### config.mk
export PLATFORM = sky130hd
export DESIGN_NAME = tx_bit_sequencer
export DESIGN_NICKNAME = d
export VERILOG_FILES = /design/src/rtl/tx_bit_sequencer_pkg.sv /design/src/rtl/tx_bit_sequencer_baud.sv /design/src/rtl/tx_bit_sequencer.sv
export SDC_FILE = /design/constraint.sdc
export NUM_CORES = 1
export LEC_CHECK = 0
export ABC_AREA = 1
export BUFFER_PORTS_ARGS = -buffer_cell sky130_fd_sc_hd__buf_4
export CORE_MARGIN = 8
export CORE_UTILIZATION = 35
export DETAILED_ROUTE_END_ITERATION = 10
export GPL_TIMING_DRIVEN = 0
export SKIP_CTS_REPAIR_TIMING = 1
export SYNTH_ARGS = -nofsm -noshare
export SYNTH_HDL_FRONTEND = slang
export SYNTH_HIERARCHICAL = 1
export SYNTH_SLANG_ARGS = --single-unit
### constraint.sdc
create_clock -name clk -period 1.7 [get_ports clk]
set_clock_uncertainty 0.05 [all_clocks]
set_input_delay 0.17 -clock clk [delete_from_list [all_inputs] [get_ports clk]]
set_output_delay 0.17 -clock clk [all_outputs]
set_load 0.005 [all_outputs]
### src/rtl/tx_bit_sequencer_pkg.sv
// +----------------------------------------------------------------------+
// | tx_seq_pkg : shared types and constants for tx_bit_sequencer         |
// | Rev 1.0                                                              |
// +----------------------------------------------------------------------+
`default_nettype none

package tx_seq_pkg;

  localparam int NUM_DATA_BITS = 16;
  localparam int SEL_W         = $clog2(NUM_DATA_BITS);
  localparam logic TX_IDLE_LVL = 1'b1;

  // ST_PARITY is only reachable when TX_PARITY_EN is defined
  typedef enum logic [2:0] {
    ST_IDLE   = 3'd0,
    ST_START  = 3'd1,
    ST_DATA   = 3'd2,
    ST_PARITY = 3'd3,
    ST_STOP   = 3'd4
  } tx_state_t;

endpackage

`default_nettype wire

### src/rtl/tx_bit_sequencer_baud.sv
// +----------------------------------------------------------------------+
// | baud_tick_counter : per-bit clock counter, flags the last clock      |
// | Rev 1.0                                                              |
// +----------------------------------------------------------------------+
`default_nettype none

module baud_tick_counter #(
  parameter int CLKS_PER_BIT = 16,
  parameter int CNT_W        = $clog2(CLKS_PER_BIT)
) (
  input  logic clk,
  input  logic rst,
  input  logic clear,
  output logic bit_end
);

  logic [CNT_W-1:0] r_cnt;

  assign bit_end = (r_cnt == CNT_W'(CLKS_PER_BIT - 1));

  // Wrapping on bit_end doubles as the clear at every bit boundary
  always_ff @(posedge clk) begin
    if (rst || clear || bit_end) begin
      r_cnt <= '0;
    end else begin
      r_cnt <= r_cnt + CNT_W'(1);
    end
  end

endmodule

`default_nettype wire

### src/rtl/tx_bit_sequencer.sv
// +----------------------------------------------------------------------+
// | tx_bit_sequencer : frames 16 mux-selected bits onto a serial line    |
// | Optional parity bit: define TX_PARITY_EN.            Rev 1.0         |
// +----------------------------------------------------------------------+
`default_nettype none

module tx_bit_sequencer #(
  parameter int CLKS_PER_BIT = 16,
  parameter int CNT_W        = $clog2(CLKS_PER_BIT)
) (
  input  logic       clk,
  input  logic       rst,
  input  logic       start_valid,
  output logic       start_ready,
  output logic [3:0] mux_sel,
  input  logic       mux_bit,
  output logic       tx,
  output logic       busy,
  output logic       done
);

  import tx_seq_pkg::*;

  tx_state_t        r_state, w_state_nxt;
  logic             r_tx, w_tx_nxt;
  logic [SEL_W-1:0] r_sel, w_sel_nxt;
  logic             r_busy, w_busy_nxt;
  logic             r_done, w_done_nxt;
  logic             w_bit_end;
`ifdef TX_PARITY_EN
  logic             r_par, w_par_nxt;
`endif

  assign start_ready = (r_state == ST_IDLE);
  assign mux_sel     = r_sel;
  assign tx          = r_tx;
  assign busy        = r_busy;
  assign done        = r_done;

  // Held clear through IDLE so the START period begins at count 0
  baud_tick_counter #(
    .CLKS_PER_BIT (CLKS_PER_BIT),
    .CNT_W        (CNT_W)
  ) u_baud (
    .clk     (clk),
    .rst     (rst),
    .clear   (start_ready),
    .bit_end (w_bit_end)
  );

  always_ff @(posedge clk) begin
    if (rst) begin
      r_state <= ST_IDLE;
      r_tx    <= TX_IDLE_LVL;
      r_sel   <= '0;
      r_busy  <= 1'b0;
      r_done  <= 1'b0;
`ifdef TX_PARITY_EN
      r_par   <= 1'b0;
`endif
    end else begin
      r_state <= w_state_nxt;
      r_tx    <= w_tx_nxt;
      r_sel   <= w_sel_nxt;
      r_busy  <= w_busy_nxt;
      r_done  <= w_done_nxt;
`ifdef TX_PARITY_EN
      r_par   <= w_par_nxt;
`endif
    end
  end

  always_comb begin
    w_state_nxt = r_state;
    w_tx_nxt    = r_tx;
    w_sel_nxt   = r_sel;
    w_busy_nxt  = r_busy;
    w_done_nxt  = 1'b0;
`ifdef TX_PARITY_EN
    w_par_nxt   = r_par;
`endif
    case (r_state)
      ST_IDLE: begin
        if (start_valid) begin
          w_state_nxt = ST_START;
          w_tx_nxt    = 1'b0;
          w_busy_nxt  = 1'b1;
          w_sel_nxt   = '0;
`ifdef TX_PARITY_EN
          w_par_nxt   = 1'b0;
`endif
        end
      end
      ST_START: begin
        if (w_bit_end) begin
          w_state_nxt = ST_DATA;
          w_tx_nxt    = mux_bit;
          w_sel_nxt   = SEL_W'(1);
`ifdef TX_PARITY_EN
          w_par_nxt   = r_par ^ mux_bit;
`endif
        end
      end
      ST_DATA: begin
        if (w_bit_end) begin
          // A select of zero here means it wrapped past 15: data is done
          if (r_sel != '0) begin
            w_tx_nxt  = mux_bit;
            w_sel_nxt = r_sel + SEL_W'(1);
`ifdef TX_PARITY_EN
            w_par_nxt = r_par ^ mux_bit;
`endif
          end else begin
`ifdef TX_PARITY_EN
            w_tx_nxt    = r_par;
            w_state_nxt = ST_PARITY;
`else
            w_tx_nxt    = TX_IDLE_LVL;
            w_state_nxt = ST_STOP;
`endif
          end
        end
      end
`ifdef TX_PARITY_EN
      ST_PARITY: begin
        if (w_bit_end) begin
          w_tx_nxt    = TX_IDLE_LVL;
          w_state_nxt = ST_STOP;
        end
      end
`endif
      ST_STOP: begin
        if (w_bit_end) begin
          w_state_nxt = ST_IDLE;
          w_busy_nxt  = 1'b0;
          w_done_nxt  = 1'b1;
        end
      end
      default: begin
        w_state_nxt = ST_IDLE;
        w_tx_nxt    = TX_IDLE_LVL;
        w_busy_nxt  = 1'b0;
        w_sel_nxt   = '0;
      end
    endcase
  end

endmodule

`default_nettype wire

==> impl_metrics.json, run 1 <==
{
  "start_util_pct": 36.0,
  "finalWorstSetupSlack_ps": 157,
  "firstDrtPassIters": 4,
  "criticalPathCategory": "reg -> reg",
  "regArea_um2": 282,
  "cts_root_buffer": "clkbuf_4",
  "synth_top_area_share_pct": 36.2,
  "drive_gt1_share_pct": 25.6,
  "drt_iter0_drc": 17,
  "postRouteAntennaNets": 0,
  "clk_path_buf_depth": 2,
  "dpl.cell_count": 146,
  "fill_cells": 229,
  "yosysSeqAreaShare_pct": 36.2,
  "sequentialPowerShare_pct": 36.3,
  "grt_overflow_total": 0,
  "synth_ff_type": "dfxtp_1",
  "cts.sinks": 14,
  "wl_mm": 1.55,
  "setup.worst_path.end_class": "flop",
  "clkLatencyLatePin_ps": 280,
  "ioPinCount": 12,
  "numCtsBuffers": 3,
  "syn_inst": 107,
  "relSlewSlack_pct": 75.4,
  "startpoint_type": "flop",
  "setup-violations-final": 0,
  "grt_pass1_wl_mm": 2.76,
  "finalSetupTns_ps": 0,
  "pre_cts_slack_ps": 123,
  "grt_max_degree": 8,
  "drv_slew": 0,
  "period_needed_ps": 1540,
  "critical_path_arrival_ps": 1680,
  "fin_nets": 130,
  "core_region_area_um2": 2150,
  "place.gp.congestion": 0.775,
  "min_path_type": "in -> reg",
  "synth_largest_area_cell": "dfxtp_1",
  "ir_drop_uv": 846,
  "synth_edf_count": 0,
  "viasPerCell": 4.65,
  "stdcell_count": 149,
  "path_clk_slew_ps": 90,
  "drc_errors": 0,
  "hold_violations": 0,
  "avgRoutedWirePerCell_um": 10.4,
  "netSwitchingFraction_pct": 44.1,
  "outcome": "finished, final reports clean",
  "p_per_area_nw_per_um2": 1510,
  "grtUsageTotal_pct": 8.36,
  "core.rowCount": 17,
  "synth_area_per_cell_um2": 7.23,
  "ys_top_cells_by_count": "inv_1 (17), nand2_1 (17), dfxtp_1 (14), nor2_1 (14), nand3_1 (9)",
  "antenna_cells": 0,
  "syn_nets": 114,
  "max_slew.worst_pin.slew_ps": 366,
  "leakagePower_nw": 0.419,
  "synth_cell_type_count": 19,
  "antenna_found_initial": 0,
  "num_vias": 693,
  "synth-seq-cells": 14,
  "yosysWarnings": 6,
  "power.internal_mw": 0.774,
  "die_x_um": 63,
  "power_switching_mw": 0.612,
  "crit_path_max_fanout": 4,
  "finish.utilization_pct": 42.7,
  "fmax_mhz": 648,
  "htreeDepth": 1,
  "portBuffers": 11,
  "pwr-share-clk_pct": 13.7,
  "cap_violations": 0,
  "grt_pass1_vias": 643,
  "finalCritPeriodShare_pct": 90.8,
  "synth.area.top_cells": "dfxtp_1 (36%), inv_1 (8.3%), nand2_1 (8.3%)",
  "die_area_um2": 3970,
  "syn_area_um2": 773,
  "cts_tree": "done",
  "fp.dieH_um": 63,
  "hpwlAfterDp_mm": 1.18,
  "multi_input_area_um2": 424,
  "rsz0062_at_grt": "no",
  "area_growth_pct": 18.6,
  "synthArstFlopShare_pct": 0,
  "crit_required_ps": 1830,
  "p_comb_share_pct": 50.0
}
==> sequential cells by signal, indices dropped and copies added (netlist names) <==
| name | flops |
|---|---|
| mux_sel | 4 |
| u_baud/r_cnt | 4 |
| r_state | 3 |
| busy | 1 |
| done | 1 |
| tx | 1 |
==> through the flow <==
step	hold WS (ps)	area, um^2	power [mW]
final	54.7	917	1.39
after global routing	47.5	917	1.52
after CTS	43.1	913	1.40
after detailed placement	349	891	1.21
after global placement	346	891	1.20
after floorplan	189	773	1.01
==> critical path, cell delays in order, from the launching register on <==
cell and delay (ps):
dfxtp_2 360, ha_2 200, nand3_2 90, inv_1 80, inv_1 100, nand4_1 150, nand2_1 90, nor2_2 130
nand2_1 70, nor2_1 80, nor2_1 50
==> placed cells by master, fill, tap and decap left out <==
cell type,Yosys,final
a21oi_1,7,7
nand2_4,2,2
dfxtp_2,0,1
xor2_1,1,1
nand3_1,9,9
o21ai_0,4,4
o21ai_4,1,1
nor3_1,1,1
buf_4,0,11
clkbuf_4,0,3
ha_1,3,2
nor2_1,14,14
nand3_2,2,2
inv_2,2,2
nand3_4,1,1
ha_2,0,1
dfxtp_1,14,13
inv_1,17,17
nand2_2,3,3
nor2_2,4,4
xnor2_1,1,1
nand4_1,4,4
nand2_1,17,17
==> cell type report <==
type,instances,area share (%)
multi-input cells,74,46.2
flip-flops and latches,14,30.7
repair buffers,11,9.00
clock buffers,3,2.46
inverters,19,7.78
well taps,28,3.82
==> power by group through the flow <==
stage	clock [mW]	combinational, mW	sequential [mW]
finish	0.190	0.693	0.503
global route	0.211	0.790	0.520
CTS	0.199	0.701	0.501
detailed placement	0	0.697	0.508
global placement	0	0.693	0.506
floorplan	0	0.510	0.498
==> path summary, 6_finish.rpt <==
kind / startpoint / end / slack (ps) / cells after the start
hold / removal: rst / mux_sel[1]$_SDFFE_PP0P_ / 50 / 2
setup reg to reg: u_baud/r_cnt[0]$_SDFF_PP0_ / r_state[1]$_SDFFE_PP0P_ / 160 / 10
hold reg to reg: u_baud/r_cnt[0]$_SDFF_PP0_ / u_baud/r_cnt[0]$_SDFF_PP0_ / 390 / 1
setup / recovery: u_baud/r_cnt[0]$_SDFF_PP0_ / r_state[1]$_SDFFE_PP0P_ / 160 / 10
==> layer usage <==
metal  vias to the layer above  global-route usage, %  share of wire (%)  routed length (um)
met3                         2                   3.58                4.2                  66
met4                         0                   2.56               0.84                  13
met1                       311                   10.0                 50                 775
met5                         -                      0                  0                   0
li1                        368                      -                  -                   -
met2                        12                   13.1                 45                 697
==> kinds of logic after synthesis <==
logic type / synth area share, %
compound gates: 9.22
xor+xnor: 2.27
fa+ha+maj: 4.85
buf+inv: 9.22
flops: 36.2
simple gates: 38.2
Note: power is estimated with default switching activity, not from simulation.
==> run 2: changes to the inputs <==
clock period = 1.25 ns   (was 1.7 ns; I/O delays follow)
==> impl_metrics.json, run 2 (synthesized netlist as in run 1, its figures left out) <==
{
  "wl_met1_um": 753,
  "clk_path_buf_depth": 2,
  "htreeDepth": 1,
  "grt_overflow_total": 0,
  "rsz0062_at_grt": "yes",
  "grt_pass1_wl_mm": 2.85,
  "core.rowCount": 17,
  "wl_met2_um": 888,
  "p_per_area_nw_per_um2": 1990,
  "postRouteAntennaNets": 0,
  "cts_root_buffer": "clkbuf_4",
  "cts.sinks": 14,
  "drv_slew": 0,
  "num_vias": 733,
  "critical_path_arrival_ps": 1510,
  "outcome": "complete, but fails checks",
  "critPathBufInv": 2,
  "min_path_type": "in -> reg",
  "setup.worst_path.end_class": "flop",
  "firstDrtPassIters": 4,
  "startpoint_type": "flop",
  "grt_max_degree": 8,
  "fp.dieH_um": 63,
  "numCtsBuffers": 3,
  "hold_violations": 0,
  "top_layer": "met4",
  "placed_area_um2": 906,
  "leakagePower_nw": 0.458,
  "antenna_found_initial": 0,
  "grtUsageTotal_pct": 8.87,
  "core_region_area_um2": 2150,
  "die_x_um": 63,
  "period_needed_ps": 1370,
  "relSlewSlack_pct": 84.3,
  "die_area_um2": 3970,
  "drc_errors": 0,
  "worst_hold_slack_ps": 94.6,
  "area_growth_pct": 35.1,
  "place.gp.congestion": 0.786,
  "critical-path-top-delay-family": "simple AND/OR/NAND/NOR gates",
  "fin_area_um2": 1040,
  "path_cells": "ha_4 -> nand3_4 -> inv_4 -> inv_4 -> nand3_2 -> nand2_2 -> nor2_4 -> nand2_1 -> nor2_1 -> nor2_1",
  "final_cell_mix": "buf_4 (17), inv_1 (15), nand2_1 (15), nor2_1 (13), nand3_1 (8)",
  "crit_required_ps": 1380,
  "ioPinCount": 12,
  "hpwlAfterDp_mm": 1.20,
  "antenna_cells": 0,
  "final_common_cell": "buf_4",
  "finalSetupTns_ps": -533,
  "portBuffers": 11,
  "crit_path_max_fanout": 4,
  "finalWorstSetupSlack_ps": -125,
  "viasPerCell": 4.70,
  "max_slew.worst_pin.slew_ps": 235,
  "ir_drop_uv": 918,
  "path_clk_slew_ps": 80,
  "reg2reg_setup_slack_ps": -120,
  "wl_mm": 1.76,
  "finalCritPeriodShare_pct": 110,
  "violations": "setup timing",
  "cp_slowest_cell": "dfxtp_4",
  "cts_tree": "done",
  "fin_nets": 137,
  "grt_pass1_vias": 649,
  "clkLatencyLatePin_ps": 290,
  "drt_iter0_drc": 14,
  "fmax_mhz": 727,
  "cap_violations": 0,
  "slowest_delay_ps": 370,
  "avgRoutedWirePerCell_um": 11.3,
  "drive_gt1_share_pct": 41.4,
  "fill_cells": 225,
  "start_util_pct": 36.0,
  "wl_met3_um": 93,
  "criticalPathCategory": "reg -> reg",
  "setup-violations-final": 8
}
==> run 2: area by class of cell <==
type	instances	area (um^2)	area share, %
repair buffers	18	138	13.2
well taps	28	35.0	3.35
inverters	19	76.3	7.31
multi-input cells	74	478	45.7
flip-flops and latches	14	295	28.3
clock buffers	3	22.5	2.16
==> run 2: worst register-to-register path, stage by stage, from the launching register on <==
cell and delay (ps):
dfxtp_4 370, ha_4 150, nand3_4 90, inv_4 80
inv_4 40, nand3_2 90, nand2_2 90, nor2_4 130
nand2_1 60, nor2_1 90, nor2_1 40
==> run 2: final timing paths <==
check / startpoint / to / cells after the start
max: u_baud/r_cnt[0]$_SDFF_PP0_ / r_state[1]$_SDFFE_PP0P_ / 10
min reg2reg: busy$_SDFFE_PP0P_ / busy$_SDFFE_PP0P_ / 2
min: start_valid / r_state[0]$_SDFFE_PP0P_ / 3
max reg2reg: u_baud/r_cnt[0]$_SDFF_PP0_ / r_state[1]$_SDFFE_PP0P_ / 10
==> run 2: report_power, final <==
group	switching (mW)	leakage, nW	internal, mW
combinational	0.610	0.326	0.479
sequential	0.160	0.118	0.577
clock	0.140	0.0138	0.112
==> run 2: through the flow <==
| step | util, % | setup WS, ps | power, mW | instances |
|---|---|---|---|---|
| floorplan | - | -39.7 | 1.39 | 107 |
| global placement | 42.2 | -163 | 1.65 | 146 |
| detailed placement | 42.2 | -189 | 1.66 | 146 |
| CTS | 43.2 | -195 | 1.92 | 149 |
| global route | 48.6 | -203 | 2.27 | 156 |
| finish | 48.6 | -125 | 2.08 | 156 |
==> run 2: routing by layer <==
layer  track usage, %  vias up
met5                0        -
met4             4.27        0
met3             4.48        4
met2             14.7       12
met1             8.99      333
li1                 -      384
